$ cat src/rtl/pc_fetch_unit.sv
// Instruction fetch front end: issues word-aligned reads to instruction memory and
// buffers returned words with their PCs for decode. A redirect flushes the buffer.
module pc_fetch_unit #(
  parameter logic [31:0] RESET_PC   = 32'h0000_0000,
  parameter int unsigned FIFO_DEPTH = 2
) (
  input  logic        clk,
  input  logic        clr_n,
  input  logic        redirect_valid,
  input  logic [31:0] redirect_pc,
  output logic        imem_req,
  output logic [31:0] imem_addr,
  input  logic        imem_ack,
  input  logic [31:0] imem_rdata,
  output logic        inst_valid,
  input  logic        inst_ready,
  output logic [31:0] inst_data,
  output logic [31:0] inst_pc,
  output logic [31:0] fetch_pc
);

  localparam int unsigned PW = (FIFO_DEPTH > 1) ? $clog2(FIFO_DEPTH) : 1;
  localparam int unsigned CW = PW + 1;
  localparam logic [CW-1:0] DEPTH_C = CW'(FIFO_DEPTH);

  typedef enum logic [1:0] {
    S_IDLE,
    S_WAIT,
    S_DISCARD
  } state_t;

  state_t          state_q, state_d;
  logic [31:0]     fetch_q, fetch_d;
  logic [31:0]     pend_q, pend_d;
  logic [63:0]     buf_q [FIFO_DEPTH];
  logic [PW-1:0]   rd_q, wr_q;
  logic [CW-1:0]   count_q;

  logic        req_int;
  logic        acked;
  logic        pending;
  logic        push;
  logic        pop;
  logic [31:0] redir_aligned;
  logic        unused_redirect_lsb;

  assign unused_redirect_lsb = ^redirect_pc[1:0];
  assign redir_aligned       = {redirect_pc[31:2], 2'b00};

  assign req_int = (state_q == S_IDLE) ? (count_q < DEPTH_C) : 1'b1;
  assign acked   = req_int & imem_ack;
  assign pending = req_int & ~imem_ack;

  // fetch_q holds the outstanding address in WAIT/DISCARD, so it doubles as imem_addr.
  assign imem_req  = req_int & clr_n;
  assign imem_addr = fetch_q;
  assign fetch_pc  = (state_q == S_DISCARD) ? pend_q : fetch_q;

  assign inst_valid = (count_q != '0);
  assign inst_data  = buf_q[rd_q][63:32];
  assign inst_pc    = buf_q[rd_q][31:0];

  assign push = acked & (state_q != S_DISCARD) & ~redirect_valid;
  assign pop  = inst_valid & inst_ready & ~redirect_valid;

  always_comb begin
    state_d = state_q;
    fetch_d = fetch_q;
    pend_d  = pend_q;
    if (redirect_valid) begin
      if (pending) begin
        state_d = S_DISCARD;
        pend_d  = redir_aligned;
      end else begin
        state_d = S_IDLE;
        fetch_d = redir_aligned;
      end
    end else begin
      case (state_q)
        S_IDLE: begin
          if (acked)        fetch_d = fetch_q + 32'd4;
          else if (pending) state_d = S_WAIT;
        end
        S_WAIT: begin
          if (acked) begin
            fetch_d = fetch_q + 32'd4;
            state_d = S_IDLE;
          end
        end
        S_DISCARD: begin
          if (acked) begin
            fetch_d = pend_q;
            state_d = S_IDLE;
          end
        end
        default: state_d = S_IDLE;
      endcase
    end
  end

  always_ff @(posedge clk or negedge clr_n) begin
    if (!clr_n) begin
      state_q <= S_IDLE;
      fetch_q <= RESET_PC;
      pend_q  <= RESET_PC;
    end else begin
      state_q <= state_d;
      fetch_q <= fetch_d;
      pend_q  <= pend_d;
    end
  end

  always_ff @(posedge clk or negedge clr_n) begin
    if (!clr_n) begin
      rd_q    <= '0;
      wr_q    <= '0;
      count_q <= '0;
      for (int unsigned i = 0; i < FIFO_DEPTH; i++) buf_q[i] <= '0;
    end else if (redirect_valid) begin
      rd_q    <= '0;
      wr_q    <= '0;
      count_q <= '0;
    end else begin
      if (push) begin
        buf_q[wr_q] <= {imem_rdata, imem_addr};
        wr_q        <= wr_q + 1'b1;
      end
      if (pop) rd_q <= rd_q + 1'b1;
      case ({push, pop})
        2'b10:   count_q <= count_q + 1'b1;
        2'b01:   count_q <= count_q - 1'b1;
        default: count_q <= count_q;
      endcase
    end
  end

endmodule

$ cat config.mk
export PLATFORM = sky130hd
export DESIGN_NAME = pc_fetch_unit
export DESIGN_NICKNAME = d
export VERILOG_FILES = /design/src/rtl/pc_fetch_unit.sv
export SDC_FILE = /design/constraint.sdc
export NUM_CORES = 1
export LEC_CHECK = 0
export CAP_MARGIN = 20
export CORE_MARGIN = 2
export CORE_UTILIZATION = 45
export CTS_BUF_LIST = sky130_fd_sc_hd__clkbuf_8
export DETAILED_ROUTE_END_ITERATION = 6
export GPL_TIMING_DRIVEN = 0
export HOLD_SLACK_MARGIN = 0.12
export PLACE_DENSITY = 0.72
export SLEW_MARGIN = 40
export SYNTH_ARGS = -nofsm -noshare
export SYNTH_HDL_FRONTEND = slang
export SYNTH_SLANG_ARGS = --single-unit
$ cat constraint.sdc
create_clock -name clk -period 4.6 [get_ports clk]
set_clock_uncertainty 0.1 [all_clocks]
set_input_delay 0.69 -clock clk [delete_from_list [all_inputs] [get_ports clk]]
set_output_delay 0.69 -clock clk [all_outputs]
set_load 0.005 [all_outputs]
# Word-level counts from Yosys, hierarchy flattened
# Index checks and enable logic that the tools add are counted.
# totals
register_bits,196
inputBits,69
output_inout_bits,130
# classes
add_sub_neg,5
mux,25
bitwise_logic,11
reduce_logical,13
eq_ne,11
magnitude_cmp,4
# op_table
op,count
2-to-1 mux 64 bit,4
2-to-1 mux 32 bit,5
bitwise mux 128 bit,1
demux 64 bit (select 1 bit),1
case mux 32 bit (2 select lines),1
adder 32 x 3 -> 32 bit (second input constant),1
2-to-1 mux 2 bit,6
!= test 3 bit (second input constant),3
case mux 2 bit (2 select lines),2
bitwise AND 1 bit,7
!= test 3 x 1 -> 1 bit (second input constant),2
nonzero test 2 bit,3
nonzero test 3 bit,2
2-to-1 mux 1 bit,5
equality test 2 x 1 -> 1 bit (second input constant),2
equality test 2 bit (second input constant),2
greater-or-equal comparator 2 bit (second input constant),2
!= test 2 bit (second input constant),2
NOT 1 -> 2 bit,2
AND reduction 2 bit,2
AND reduction 4 bit,1
OR reduction 2 bit,2
AND reduction 3 bit,1
adder 1 bit (second input constant),2
other kinds (7),8

# Longest topological paths before layout
# Gate-level depths: netlist (run 1).
# depth
ltp_word,8
mapped_depth,8

# Worst setup path after synthesis (run 1)
# No wires, ideal clock.
# synth_path
kind,register to output
startpoint,reg state_q[0]
endpoint,out fetch_pc[21]
stages_incl_launch_ff,8
n_path_buf,3
slack_ps,2224
arrival_time_ps,1586
required_time_ps,3810
cell_sequence,dfrtp_1 > inv_1 > ha_1 > buf_2 > buf_1 > clkbuf_1 > nand2_1 > o21ai_0
# synth_between
elab_chain_len,2
# synth_lines
item,line_no,rtl
start: declaration,32,"state_t state_q, state_d;"
start signal: assignment,107,state_q <= state_d;
equality test 2 bit,57,assign fetch_pc = (state_q == S_DISCARD) ? pend_q : fetch_q;
2-to-1 mux 32 bit,57,
end: declaration,19,output logic [31:0] fetch_pc
# No other way between the ends.

# Worst setup path in the final report (run 1)
# Same ends and word-level chain as after synthesis.

==> flow_summary.toml, run 1 <==
[sta]
tns_ns = 0
period_share = 0.898
slew_headroom = 0.446
fin_ws_ns = 0.470
post-route-min-period_ns = 4.13
rsz0062_at_grt = "false"
maxSlewViolCount = 0
max_freq_ghz = 0.242
finalSetupViolations = 0
worstMarginPinSlew_ns = 0.830
final_hold_viol_count = 0

[yosys]
ys_seq_area_frac = 0.501
synth-seq-cells = 190
yosysTopAreaCellShare = 0.501
synth_fa_ha_area_frac = 0.00527
synth-xor-area-share = 0.0203
synth_cells = 797
synth_edf_count = 0
synth_top_family_by_area = "multiplexers"
ys_warn_count = 0
yosysMostFrequentCell = "mux2_2"
synthSimpleGateAreaFrac = 0.0847
postSynthAreaPerCell_sq_um = 11.9
synth_common_cells = "220 x mux2_2, 190 x dfrtp_1, 50 x o21ai_0"
synthArstFlopShare = 1.00
synth.distinct_cells = 58
ys.flop_type = "dfrtp_1"
ys_top_cells_by_area = "dfrtp_1 50%, mux2_2 26%, o21ai_0 2.6%"
synthesis.area_sq_mm = 0.00949
synth.largest_area_cell = "dfrtp_1"
synth_mux_area_frac = 0.274
synth_compound_area_frac = 0.0730

[routing]
drt_wl_total_microns = 25200
num_vias = 7184
routed_via_density = 5.51
drc = 0
first_pass_iters = 6
ant_nets = 0
drt_iter0_markers = 524
wl_per_cell_microns = 19.3

[die]
start_util = 0.454
die_x_microns = 149
die_area_sq_mm = 0.0223
core_area_sq_mm = 0.0209
ioPinCount = 199
fp.dieH_microns = 149
num_rows = 53

[power_and_ir_drop]
combPwrFrac = 0.364
switching_share = 0.303
internal-power_w = 0.00415
switchingPower_w = 0.00180
p_per_area_mw_per_mm2 = 484
seqPwrFrac = 0.436
finalPower_w = 0.00595
ir_worst_vdd_mv = 0.206
power_frac_clock = 0.200
p_leak_nw = 5.12

[grt]
grt_start_max_net_pins = 52
overflow = 0
grtUsageTotal = 0.228
grt_pass1_vias = 7135
grt_pass1_wl_microns = 39000
antenna_found_initial = 0

[critical_path]
critPathTopFamily = "buffers and inverters"
rrSetupSlack_ns = 1.89
max_stage_delay_ns = 0.56
critPathKind = "flop to output pin"
timing.rr.end = "buf_q[84]$_DFFE_PN0P_"
critPathSlowestCell = "clkdlybuf4s50_1"
worstSetupEndpointType = "output pin"
worstPathCellList = "inv_1 -> ha_1 -> buf_2 -> buf_1 -> clkbuf_1 -> nand2_1 -> o21ai_0 -> clkdlybuf4s50_1"
reg2reg_from = "state_q[0]$_DFFE_PN0P_"
critical_path_buf_inv_count = 5
reg2reg_depth = 7
cp_data_arrival_time_ns = 3.34
cp.required_ns = 3.81
critical_path.startpoint_type = "flop"
cp_max_fo = 10

[cts]
insertion_delay_ns = 0.48
clkSinkCount = 190
cts_tree = "built"
cts_resized = 0
cts.clk_slew.worst_paths_ns = 0.10
cts_buffers = 17
htree_levels = 4
root_buffer = "clkbuf_8"
clockBufferDepth = 2

[cells_and_area]
stdcell_area_sq_mm = 0.0123
num_antenna_cells = 0
fillers = 1780
final_net_count = 1088
syn_to_final_growth_pct = 29.4
drive_above_1_share = 0.287

[min_path]
worst_hold_path.endpoint = "buf_q[73]$_DFFE_PN0P_"
hold_path_depth = 1
hp-start = "buf_q[73]$_DFFE_PN0P_"
min_path_type = "flop to flop"

[placement]
io_buffers = 190
gp_congestion = 0.917
dpl-instance-area_sq_mm = 0.0118
place_worst_setup_slack_ns = 1.03
hpwl_microns = 18400

[outcome]
run_status = "finished, final reports clean"

[job]
max-cap-violations = 0
==> state kept, by name (all words and copies together) (netlist names) <==
name	count
buf_q	124
count_q	2
imem_addr	30
pend_q	30
rd_q	1
state_q	2
wr_q	1
==> power by group through the flow <==
stage	clock network, W	registers, W	logic (W)
floorplan	0	0.00250	0.00112
global placement	0	0.00260	0.00213
detailed placement	0	0.00263	0.00217
CTS	0.00122	0.00259	0.00219
global route	0.00129	0.00267	0.00234
finish	0.00119	0.00259	0.00217
==> cells in the final DEF (no fill, tap or decap), types with 7 or more instances in the layout <==
cell / count
a21oi_1: 15
clkdlybuf4s50_1: 189
xnor2_1: 17
buf_4: 12
mux2i_1: 7
dfrtp_1: 190
mux2_2: 220
buf_2: 15
nand2_1: 49
clkbuf_1: 20
nand3_1: 26
nand4_1: 12
nor3_1: 9
buf_1: 9
o21ai_0: 50
a221o_1: 8
and3_1: 10
inv_1: 26
clkbuf_8: 19
nor2_1: 20
==> cell families (layout without fill, tap and decap cells) <==
kind of cell    count (synthesis)  after routing
other cells                     1              6
mux                           232            232
flops                         190            190
compound gates                110            110
fa+ha+maj                       4              4
xor+xnor                       22             22
buf+inv                        84            310
simple gates                  154            154
==> worst register-to-register path, stage by stage, from the launching register on <==
cell	delay (ns)
dfrtp_1	0.38
inv_1	0.07
ha_1	0.24
inv_1	0.23
nand3_2	0.23
nor3_2	0.65
buf_4	0.34
mux2_2	0.36
==> worst max-delay path by stage <==
stage / depth (start not counted) / end / startpoint / slack [ns]
2_1_floorplan: 7 / fetch_pc[21] / state_q[0]$_DFFE_PN0P_ / 2.22
3_3_place_gp: 1 / pend_q[3]$_DFFE_PN0P_ / clr_n / -5.31
3_5_place_dp: 8 / fetch_pc[13] / state_q[0]$_DFFE_PN0P_ / 1.03
4_1_cts: 8 / fetch_pc[13] / state_q[0]$_DFFE_PN0P_ / 0.48
5_1_grt: 8 / fetch_pc[13] / state_q[0]$_DFFE_PN0P_ / 0.28
6_report: 8 / fetch_pc[21] / state_q[0]$_DFFE_PN0P_ / 0.47
==> what timing repair did <==
action,in CTS,in global routing
hold buffers,1,0
setup buffers,0,0
endpoints found under the hold margin,49,0
==> layout make-up <==
cell class,count,area [sq um],share of cell area
Buffer,58,290,0.0236
Sequential cell,190,4750,0.387
Multi-Input combinational cell,528,4370,0.356
Inverter,26,97.6,0.00795
Timing Repair Buffer,194,2000,0.163
Clock buffer,19,262,0.0213
Clock inverter,13,166,0.0136
Tap cell,275,344,0.0280
==> routing by layer <==
metal  track usage  wire [microns]  vias up
met1         0.307           11200     3585
li1              -               -     3284
met3        0.0398            1380       41
met2         0.375           12100      274
met5             0               0        -
met4        0.0762             518        0
==> through the flow <==
stage,utilization,hold slack (ns),instances
floorplan,-,0.294,802
global placement,0.563,0.363,1267
detailed placement,0.567,0.371,1270
CTS,0.588,0.394,1303
global route,0.588,0.419,1303
finish,0.588,0.390,1303
(Power assumes the default switching activity.)
==> run 2, diff against run 1 <==
CORE_UTILIZATION = 57   (was 45)
PLACE_DENSITY = 0.88   (was 0.72)
==> run 2 against run 1 <==
  * Utilization up 15 points
  * Clock power down 8%
  * Global-route usage up 6.4 points
  * Register-to-register slack about the same
  * Non-clock buffer count unchanged
  * Design area down 1.0%
  * Maximum frequency up 0.70%
  * Sequential share of layout area up 0.39 points
  * First-iteration DRC count up 42%
  * Final cell count down 4.2%
  * Hold slack better by 0.0086 ns
  * Wire length up 1.1%
  * Largest cell class unchanged
  * Largest power group unchanged
==> flow_summary.toml, run 2 (synthesis results as in run 1) <==
[cells_and_area]
syn_to_final_growth_pct = 28.1
final_util = 0.741
layout_commonest_cell = "mux2_2"
final_net_count = 1088
regMostFlops = "buf_q"
largest_reg_flops = 124
stdcell_count = 1248
drive_above_1_share = 0.287
multi_input_comb_area_sq_mm = 0.00437
num_antenna_cells = 0
seqCellArea_sq_mm = 0.00475
fillers = 1118
layout_common_cells = "220 x mux2_2, 190 x dfrtp_1, 189 x clkdlybuf4s50_1, 50 x o21ai_0, 49 x nand2_1"

[routing]
drt_wl_total_microns = 25500
ant_nets = 0
drt_iter0_markers = 746
num_vias = 7523
first_pass_iters = 6
routed_via_density = 6.03
wl_per_cell_microns = 20.4
drc = 0

[sta]
post-route-min-period_ns = 4.10
final_hold_viol_count = 0
finalSetupViolations = 0
period_share = 0.892
slew_headroom = 0.453
tns_ns = 0
maxSlewViolCount = 0
hold_ws_ns = 0.398
worstMarginPinSlew_ns = 0.820
max_freq_ghz = 0.244
rsz0062_at_grt = "false"

[critical_path]
max_stage_delay_ns = 0.52
cp_data_arrival_time_ns = 3.31
cp_max_fo = 10
critPathKind = "flop to output pin"
worstPathCellList = "inv_1 -> ha_1 -> buf_2 -> buf_1 -> clkbuf_1 -> o21ai_0 -> clkdlybuf4s50_1"
cp.required_ns = 3.81
worstSetupEndpointType = "output pin"
critical_path.startpoint_type = "flop"
critPathSlowestCell = "buf_1"

[grt]
antenna_found_initial = 0
grt_pass1_vias = 7569
overflow = 0
grtUsageTotal = 0.292
grt_pass1_wl_microns = 40300
grt_start_max_net_pins = 71

[cts]
clockBufferDepth = 2
root_buffer = "clkbuf_8"
cts.clk_slew.worst_paths_ns = 0.10
cts_resized = 0
cts_buffers = 17
insertion_delay_ns = 0.48
htree_levels = 4
cts_tree = "built"
clkSinkCount = 190

[power_and_ir_drop]
p_per_area_mw_per_mm2 = 485
internal-power_w = 0.00406
seqPwrFrac = 0.444
ir_worst_vdd_mv = 0.258
switching_share = 0.311
power_frac_clock = 0.185
finalPower_w = 0.00590
combPwrFrac = 0.371
switchingPower_w = 0.00183
p_leak_nw = 5.09

[placement]
dp_cells = 1215
hpwl_microns = 18200
gp_congestion = 0.943
io_buffers = 190

[die]
fp.dieH_microns = 133
start_util = 0.578
core_area_sq_mm = 0.0164
die_x_microns = 133
die_area_sq_mm = 0.0177
num_rows = 47
ioPinCount = 199

[job]
max-cap-violations = 0

[min_path]
min_path_type = "flop to flop"

[outcome]
run_status = "finished, final reports clean"
run 2: cell types whose count changed in the layout (fill, tap and decap cells not counted):
cell / change
buf_16: -1
clkinv_2: +4
clkbuf_8: -1
clkinvlp_4: +1
inv_6: -1
inv_8: -2
buf_12: +1
bufinv_16: -1
run 2: stage by stage:
step,setup WS (ns),instance area (sq um)
after CTS,0.582,12200
after global routing,0.414,12200
after detailed placement,1.12,11800
after global placement,-5.09,11700
final,0.499,12200
after floorplan,2.22,9510
run 2: final timing paths:
path | from | to | slack, ns | cells past startpoint
setup / recovery | state_q[0]$_DFFE_PN0P_ | fetch_pc[12] | 0.50 | 7
max in group asynchronous | clr_n | buf_q[101]$_DFFE_PN0P_ | 2.91 | 4
setup reg to reg | state_q[1]$_DFFE_PN0P_ | buf_q[78]$_DFFE_PN0P_ | 1.89 | 7
hold reg to reg | buf_q[72]$_DFFE_PN0P_ | buf_q[72]$_DFFE_PN0P_ | 0.40 | 1
hold / removal | buf_q[72]$_DFFE_PN0P_ | buf_q[72]$_DFFE_PN0P_ | 0.40 | 1
min in group asynchronous | clr_n | buf_q[82]$_DFFE_PN0P_ | 0.54 | 2
run 2: worst max-delay path, delay by kind of cell, from the launching register on:
family | cells | cell delay (ns)
AO/OA/AOI/OAI | 1 | 0.27
buffers and inverters | 5 | 1.90
adder cells (fa/ha/maj) | 1 | 0.25
flip-flops | 1 | 0.41
run 2: final cells by class:
type	instances	area share
clock inverters	14	0.0109
clock buffers	18	0.0204
repair buffers	194	0.164
well taps	220	0.0226
inverters	26	0.00803
flip-flops and latches	190	0.391
plain buffers	58	0.0239
multi-input cells	528	0.359
run 2: power groups by stage:
stage	combinational (W)	clock [W]	sequential, W
floorplan	0.00112	0	0.00250
global placement	0.00211	0	0.00260
detailed placement	0.00218	0	0.00264
CTS	0.00220	0.00110	0.00261
global route	0.00234	0.00117	0.00269
finish	0.00219	0.00109	0.00262
run 2: what timing repair did:
action	4_1_cts	5_1_grt
hold endpoints to repair	29	0
setup buffers	0	0
hold buffers	1	0
run 2: metal layers:
metal  GRT usage  routed length [microns]  part of all wire
met1       0.388                    10200              0.40
met2       0.476                    12400              0.49
met3      0.0513                     1990             0.078
met4       0.121                      879             0.035
met5           0                        0                 0
==> run 3, diff against run 2 <==
SKIP_LAST_GASP = 1   (was not set)
==> results of run 3 <==
Same layout as run 2: the final DEF is identical, and so are final timing and power.
